$ cat src/rtl/ldm_stm_sequencer_pkg.sv
// Shared types and helpers for the LDM/STM block-transfer sequencer.
// Latency: n/a (declarations only).
// Backpressure: n/a.
package ldm_stm_sequencer_pkg;

    typedef enum logic [1:0] {
        IDLE = 2'd0,
        XFER = 2'd1,
        WB   = 2'd2,
        DONE = 2'd3
    } seqState_t;

    localparam int         WORD_BYTES = 4;
    localparam logic [3:0] PC_IDX     = 4'd15;

    // Number of registers named in a 16-entry register list.
    function automatic logic [4:0] popCount16(input logic [15:0] list);
        logic [4:0] cnt;
        cnt = '0;
        for (int i = 0; i < 16; i++) begin
            cnt = cnt + {4'd0, list[i]};
        end
        return cnt;
    endfunction

endpackage

$ cat src/rtl/ldm_stm_sequencer_reg_list_scan.sv
// Lowest-set-bit priority encoder over the remaining register list.
// Latency: combinational.
// Backpressure: none; pure function of the list.
module ldm_stm_sequencer_reg_list_scan #(
    parameter int NREG = 16
) (
    input  logic [NREG-1:0] list,
    output logic [3:0]      index,
    output logic            valid,
    output logic            last
);

    localparam logic [NREG-1:0] ONE = NREG'(1);

    // Scan from the top so the lowest set bit is the one that sticks.
    always_comb begin
        index = '0;
        for (int i = NREG - 1; i >= 0; i--) begin
            if (list[i]) begin
                index = i[3:0];
            end
        end
    end

    assign valid = |list;
    // Removing the lowest set bit leaves nothing -> exactly one bit set.
    assign last  = valid && ((list & (list - ONE)) == '0);

endmodule

$ cat src/rtl/ldm_stm_sequencer.sv
// LDM/STM sequencer: walks a register list, one memory access per register, optional base writeback.
// Latency: n accesses + optional writeback cycle + one done cycle after start.
// Backpressure: each access holds mem_req/mem_addr until mem_ack; no timeout; start ignored while busy.
module ldm_stm_sequencer
    import ldm_stm_sequencer_pkg::*;
#(
    parameter int DATA_W = 32,
    parameter int NREG   = 16
) (
    input  logic              clk,
    input  logic              reset,
    input  logic              start,
    input  logic              is_load,
    input  logic              pre_index,
    input  logic              up,
    input  logic              wback,
    input  logic [3:0]        base_reg,
    input  logic [DATA_W-1:0] base_val,
    input  logic [NREG-1:0]   reg_list,
    output logic [3:0]        rf_read_reg,
    input  logic [DATA_W-1:0] rf_read_data,
    output logic [3:0]        rf_write_dest,
    output logic              rf_write_en,
    output logic [DATA_W-1:0] rf_write_data,
    output logic              mem_req,
    output logic              mem_we,
    output logic [DATA_W-1:0] mem_addr,
    output logic [DATA_W-1:0] mem_wdata,
    input  logic              mem_ack,
    input  logic [DATA_W-1:0] mem_rdata,
    output logic              busy,
    output logic              done,
    output logic              pc_loaded
);

    localparam logic [DATA_W-1:0] WORD_STEP = DATA_W'(WORD_BYTES);
    localparam logic [NREG-1:0]   LIST_ONE  = NREG'(1);

    seqState_t         state, nextState;
    logic [NREG-1:0]   listRem;
    logic [DATA_W-1:0] curAddr;
    logic [DATA_W-1:0] finalAddr;
    logic              isLoadQ;
    logic              wbackQ;
    logic              skipWb;
    logic [3:0]        baseRegQ;

    logic [3:0]        curIdx;
    logic              curValid;
    logic              curLast;

    logic [4:0]        nRegs;
    logic [DATA_W-1:0] span;
    logic [DATA_W-1:0] startAddr;
    logic [DATA_W-1:0] finalAddrD;

    ldm_stm_sequencer_reg_list_scan #(.NREG(NREG)) u_scan (
        .list  (listRem),
        .index (curIdx),
        .valid (curValid),
        .last  (curLast)
    );

    // Block address range: transfers always go lowest register to lowest address.
    always_comb begin
        nRegs      = popCount16(reg_list);
        span       = DATA_W'(nRegs) * WORD_STEP;
        if (up) begin
            startAddr  = base_val + (pre_index ? WORD_STEP : '0);
            finalAddrD = base_val + span;
        end else begin
            startAddr  = base_val - span + (pre_index ? '0 : WORD_STEP);
            finalAddrD = base_val - span;
        end
    end

    // State register plus request capture and per-access list/address advance.
    always_ff @(posedge clk) begin
        if (reset) begin
            state     <= IDLE;
            listRem   <= '0;
            curAddr   <= '0;
            finalAddr <= '0;
            isLoadQ   <= 1'b0;
            wbackQ    <= 1'b0;
            skipWb    <= 1'b0;
            baseRegQ  <= '0;
        end else begin
            state <= nextState;
            case (state)
                IDLE: begin
                    if (start) begin
                        listRem   <= reg_list;
                        curAddr   <= startAddr;
                        finalAddr <= finalAddrD;
                        isLoadQ   <= is_load;
                        wbackQ    <= wback;
                        baseRegQ  <= base_reg;
                        // A loaded base register beats the writeback value.
                        skipWb    <= is_load && reg_list[base_reg];
                    end
                end
                XFER: begin
                    if (mem_ack) begin
                        listRem <= listRem & (listRem - LIST_ONE);
                        curAddr <= curAddr + WORD_STEP;
                    end
                end
                default: ;
            endcase
        end
    end

    // Next state and all outputs; register/memory writes are squashed while reset is high.
    always_comb begin
        nextState     = state;
        rf_read_reg   = '0;
        rf_write_dest = '0;
        rf_write_en   = 1'b0;
        rf_write_data = '0;
        mem_req       = 1'b0;
        mem_we        = 1'b0;
        mem_addr      = '0;
        mem_wdata     = '0;
        busy          = 1'b1;
        done          = 1'b0;
        pc_loaded     = 1'b0;
        case (state)
            IDLE: begin
                busy = 1'b0;
                if (start) begin
                    nextState = (reg_list != '0) ? XFER : DONE;
                end
            end
            XFER: begin
                mem_req  = curValid;
                mem_addr = curAddr;
                mem_we   = !isLoadQ;
                if (!isLoadQ) begin
                    rf_read_reg = curIdx;
                    mem_wdata   = rf_read_data;
                end
                if (mem_ack) begin
                    if (isLoadQ) begin
                        rf_write_en   = 1'b1;
                        rf_write_dest = curIdx;
                        rf_write_data = mem_rdata;
                        pc_loaded     = (curIdx == PC_IDX);
                    end
                    if (curLast) begin
                        nextState = wbackQ ? WB : DONE;
                    end
                end
            end
            WB: begin
                if (!skipWb) begin
                    rf_write_en   = 1'b1;
                    rf_write_dest = baseRegQ;
                    rf_write_data = finalAddr;
                end
                nextState = DONE;
            end
            DONE: begin
                done      = 1'b1;
                nextState = IDLE;
            end
            default: nextState = IDLE;
        endcase
        if (reset) begin
            rf_write_en = 1'b0;
            mem_req     = 1'b0;
            mem_we      = 1'b0;
            pc_loaded   = 1'b0;
        end
    end

endmodule

$ cat config.mk
export PLATFORM = sky130hd
export DESIGN_NAME = ldm_stm_sequencer
export DESIGN_NICKNAME = d
export VERILOG_FILES = /design/src/rtl/ldm_stm_sequencer_pkg.sv /design/src/rtl/ldm_stm_sequencer_reg_list_scan.sv /design/src/rtl/ldm_stm_sequencer.sv
export SDC_FILE = /design/constraint.sdc
export NUM_CORES = 1
export LEC_CHECK = 0
export BUFFER_PORTS_ARGS = -buffer_cell sky130_fd_sc_hd__buf_2
export CAP_MARGIN = 0
export CORE_AREA = 10 10 146 148
export CTS_CLUSTER_SIZE = 12
export DETAILED_ROUTE_END_ITERATION = 7
export DIE_AREA = 0 0 156 158
export HOLD_SLACK_MARGIN = 0.06
export PLACE_DENSITY = 0.83
export SETUP_SLACK_MARGIN = 0.2
export SKIP_CTS_REPAIR_TIMING = 1
export SYNTH_ARGS = -nofsm -noshare
export SYNTH_HDL_FRONTEND = slang
export SYNTH_SLANG_ARGS = --single-unit
$ cat constraint.sdc
create_clock -name clk -period 9.8 [get_ports clk]
set_input_delay 1.96 -clock clk [delete_from_list [all_inputs] [get_ports clk]]
set_output_delay 1.96 -clock clk [all_outputs]
set_load 0.005 [all_outputs]
==> impl_metrics.tcl <==
set metrics [dict create \
    outcome "finished clean" \
    min_period_ps 8380 \
    synth.most_common_cell "nand2_1" \
    crit_slowest_cell "a221oi_2" \
    reg2reg_depth 10 \
    drc 0 \
    sw_frac_of_total 0.515 \
    syn-instance-count 1297 \
    cts-root-to-sink-buffers 2 \
    vdd_drop_max_mv 0.122 \
    slew_viol_final 0 \
    cts_tree "yes" \
    end_kind "register" \
    diodes 0 \
    cts_buffers 9 \
    clkPwrFrac 0.135 \
    antenna_found_initial 0 \
    chipHeight_um 158 \
    num_io_pins 234 \
    grt_pass1_wl_um 54700 \
    synth_edf_count 0 \
    p_per_area_nw_per_um2 248 \
    antenna_left 0 \
    start_kind "primary input" \
    instances_no_fill 1696 \
    clock_skew_ps 5.90 \
    syn_area_per_cell_um2 6.96 \
    multi_input_area_um2 6690 \
    worstPathMaxFanout 10 \
    cts_num_sinks 89 \
    die_w_um 156 \
    cap_violations 0 \
    critical_path.max_stage_delay_ps 720 \
    p_int_uw 1270 \
    netlist_top_cells_area "dfxtp_1 (20%), nand2_1 (7.1%), xnor2_1 (6.3%)" \
    gr-usage-all-layers 0.278 \
    dp.cells 1680 \
    dpl_cell_area_um2 10200 \
    setup_viol 0 \
    rsz0062_at_grt "no" \
    ys.flop_type "dfxtp_1" \
    vias_per_cell 6.09 \
    area_growth_pct 16.6 \
    cts_htree_levels 3 \
    gp_congestion 1.02 \
    ys_seq_area_frac 0.197 \
    synth_nets 1460 \
    seq_power_share 0.231 \
    r2r_slack_ps 6100 \
    yosys-top-cells-count "nand2_1 (170), a21oi_1 (108), nor2_1 (98)" \
    fin_crit_sh 0.855 \
    vias 10300 \
    wirelength_um 35600 \
    drt_iter0_markers 1144 \
    fmax_mhz 119 \
    grt.overflow.total 0 \
    grt_max_degree 89 \
    nets 1620 \
    grt_pass1_vias 9644 \
    crit_required_ps 10040 \
    insertion_delay_ps 360 \
    holdWs_ps 450 \
    core_area_um2 18500 \
    hold_viol 0 \
    pwr-share-comb 0.634 \
    hpwlAfterDp_um 28100 \
    crit_chain "buf_2 -> inv_1 -> fa_1 -> fa_1 -> fa_1 -> fa_1 -> inv_1 -> ha_1 -> fa_1 -> fa_1 -> or2_2 -> a221oi_2 -> nor3_1 -> xor2_1 -> nand3_1 -> nor4_4 -> xor2_1 -> o21ai_1 -> xnor2_1 -> a2111oi_1" \
    drive_gt1_frac 0.200 \
    n_fill_cell 1792 \
    io_buffers 233 \
    crit_end "curAddr[23]$_SDFFE_PP0P_" \
    tns_ps 0 \
    leakage_uw 0.00447 \
    dieArea_um2 24600 \
    path_clk_slew_ps 70 \
    initial_core_util 0.489 \
    register_area_um2 1780 \
    r2r_end "state[0]$_SDFFE_PP0P_" \
    tightest_slew_ps 1250 \
    p_switching_uw 1350 \
    yosysTopAreaCell "dfxtp_1" \
    crit_start "reg_list[0]" \
    drt-pass1-iter-count 7 \
    critPathArrivalTime_ps 8620 \
    core.rowCount 50 \
    cts-root-buf "clkbuf_16" \
    synth_area_um2 9020 \
    crit_path_frequent_cell "fa_1" \
    r2r-start "listRem[0]$_SDFFE_PP0P_" \
    postSynth.asyncResetShare 0 \
    max-slew-margin-rel 0.169 \
    synth_warnings 0 \
    hold_class "reg2reg" \
    ys_types 71 \
    synth_top_cell_area_share 0.197 \
    wire_per_inst_um 21.0 \
    synth_seq_cells 89 \
    design_area_um2 10500 \
    worstSetupPathType "in2reg" \
]
## how the worst min path moves through the flow
stage                                  startpoint                 endpoint  cells past startpoint
after floorplan           curAddr[0]$_SDFFE_PP0P_  curAddr[0]$_SDFFE_PP0P_                      2
after detailed placement  curAddr[1]$_SDFFE_PP0P_  curAddr[1]$_SDFFE_PP0P_                      2
after CTS                 curAddr[1]$_SDFFE_PP0P_  curAddr[1]$_SDFFE_PP0P_                      2
after global placement    curAddr[1]$_SDFFE_PP0P_  curAddr[1]$_SDFFE_PP0P_                      2
after global routing          wbackQ$_SDFFE_PP0P_      wbackQ$_SDFFE_PP0P_                      2
final                     curAddr[1]$_SDFFE_PP0P_  curAddr[1]$_SDFFE_PP0P_                      2
## power groups by stage
stage               Combinational [uW]  Clock (uW)  Sequential (uW)
global route                      1830         369              619
finish                            1660         353              603
detailed placement                1630           0              605
global placement                  1610           0              602
CTS                               1640         357              598
floorplan                         1150           0              557
## worst max-delay path: cells and delay by family
kind	cells	cell delay [ps]
adder cells (fa/ha/maj)	7	3280
AO/OA/AOI/OAI	3	1200
AND/OR/NAND/NOR	4	1130
XOR/XNOR	3	820
buffers and inverters	3	210
## cell type report
class	count	area share
Tap cell	234	0.0278
Inverter	52	0.0185
Clock inverter	7	0.00654
Timing Repair Buffer	247	0.121
Clock buffer	9	0.0214
Sequential cell	89	0.169
Multi-Input combinational cell	1058	0.636
## per-stage QoR
| step | worst slack (ps) | util | total power, uW |
|---|---|---|---|
| floorplan | 1970 | - | 1700 |
| global placement | 1220 | 0.554 | 2210 |
| detailed placement | 1050 | 0.554 | 2240 |
| CTS | 1400 | 0.570 | 2600 |
| global route | 1010 | 0.570 | 2820 |
| finish | 1420 | 0.570 | 2610 |
## state kept, by name, indices dropped and copies added, names as in the netlist
register	count
listRem	16
curAddr	32
state	2
finalAddr	32
baseRegQ	4
isLoadQ	1
skipWb	1
wbackQ	1
## logic make-up (layout without fill, tap and decap cells)
family                   Yosys count  in the layout  share of synthesized area
AND/OR/NAND/NOR                  581            581                      0.327
AO/OA/AOI/OAI                    322            322                      0.227
buffers and inverters            150            315                     0.0628
XOR/XNOR                         102            102                     0.0990
flip-flops                        89             89                      0.197
adder cells (fa/ha/maj)           41             41                     0.0663
multiplexers                      12             12                     0.0202
## cells in the final DEF (no fill, tap or decap), types with 26 or more instances in the layout
master and instances:
a21oi_1 108, a22oi_1 47, and2_1 78, buf_2 233
dfxtp_1 89, ha_1 26, inv_1 51, nand2_1 170
nand3_1 41, nor2_1 97, nor2b_1 39, nor3_1 41
o21ai_0 55, xnor2_1 65, xor2_1 37
## per-layer routing
| metal | GRT usage | vias up | wire length [um] |
|---|---|---|---|
| met4 | 0.166 | 0 | 2210 |
| met1 | 0.335 | 4749 | 13600 |
| met5 | 0 | - | 0 |
| met3 | 0.0556 | 93 | 3560 |
| met2 | 0.451 | 622 | 16200 |
| li1 | - | 4868 | - |
Power figures use the tool's default switching activity.
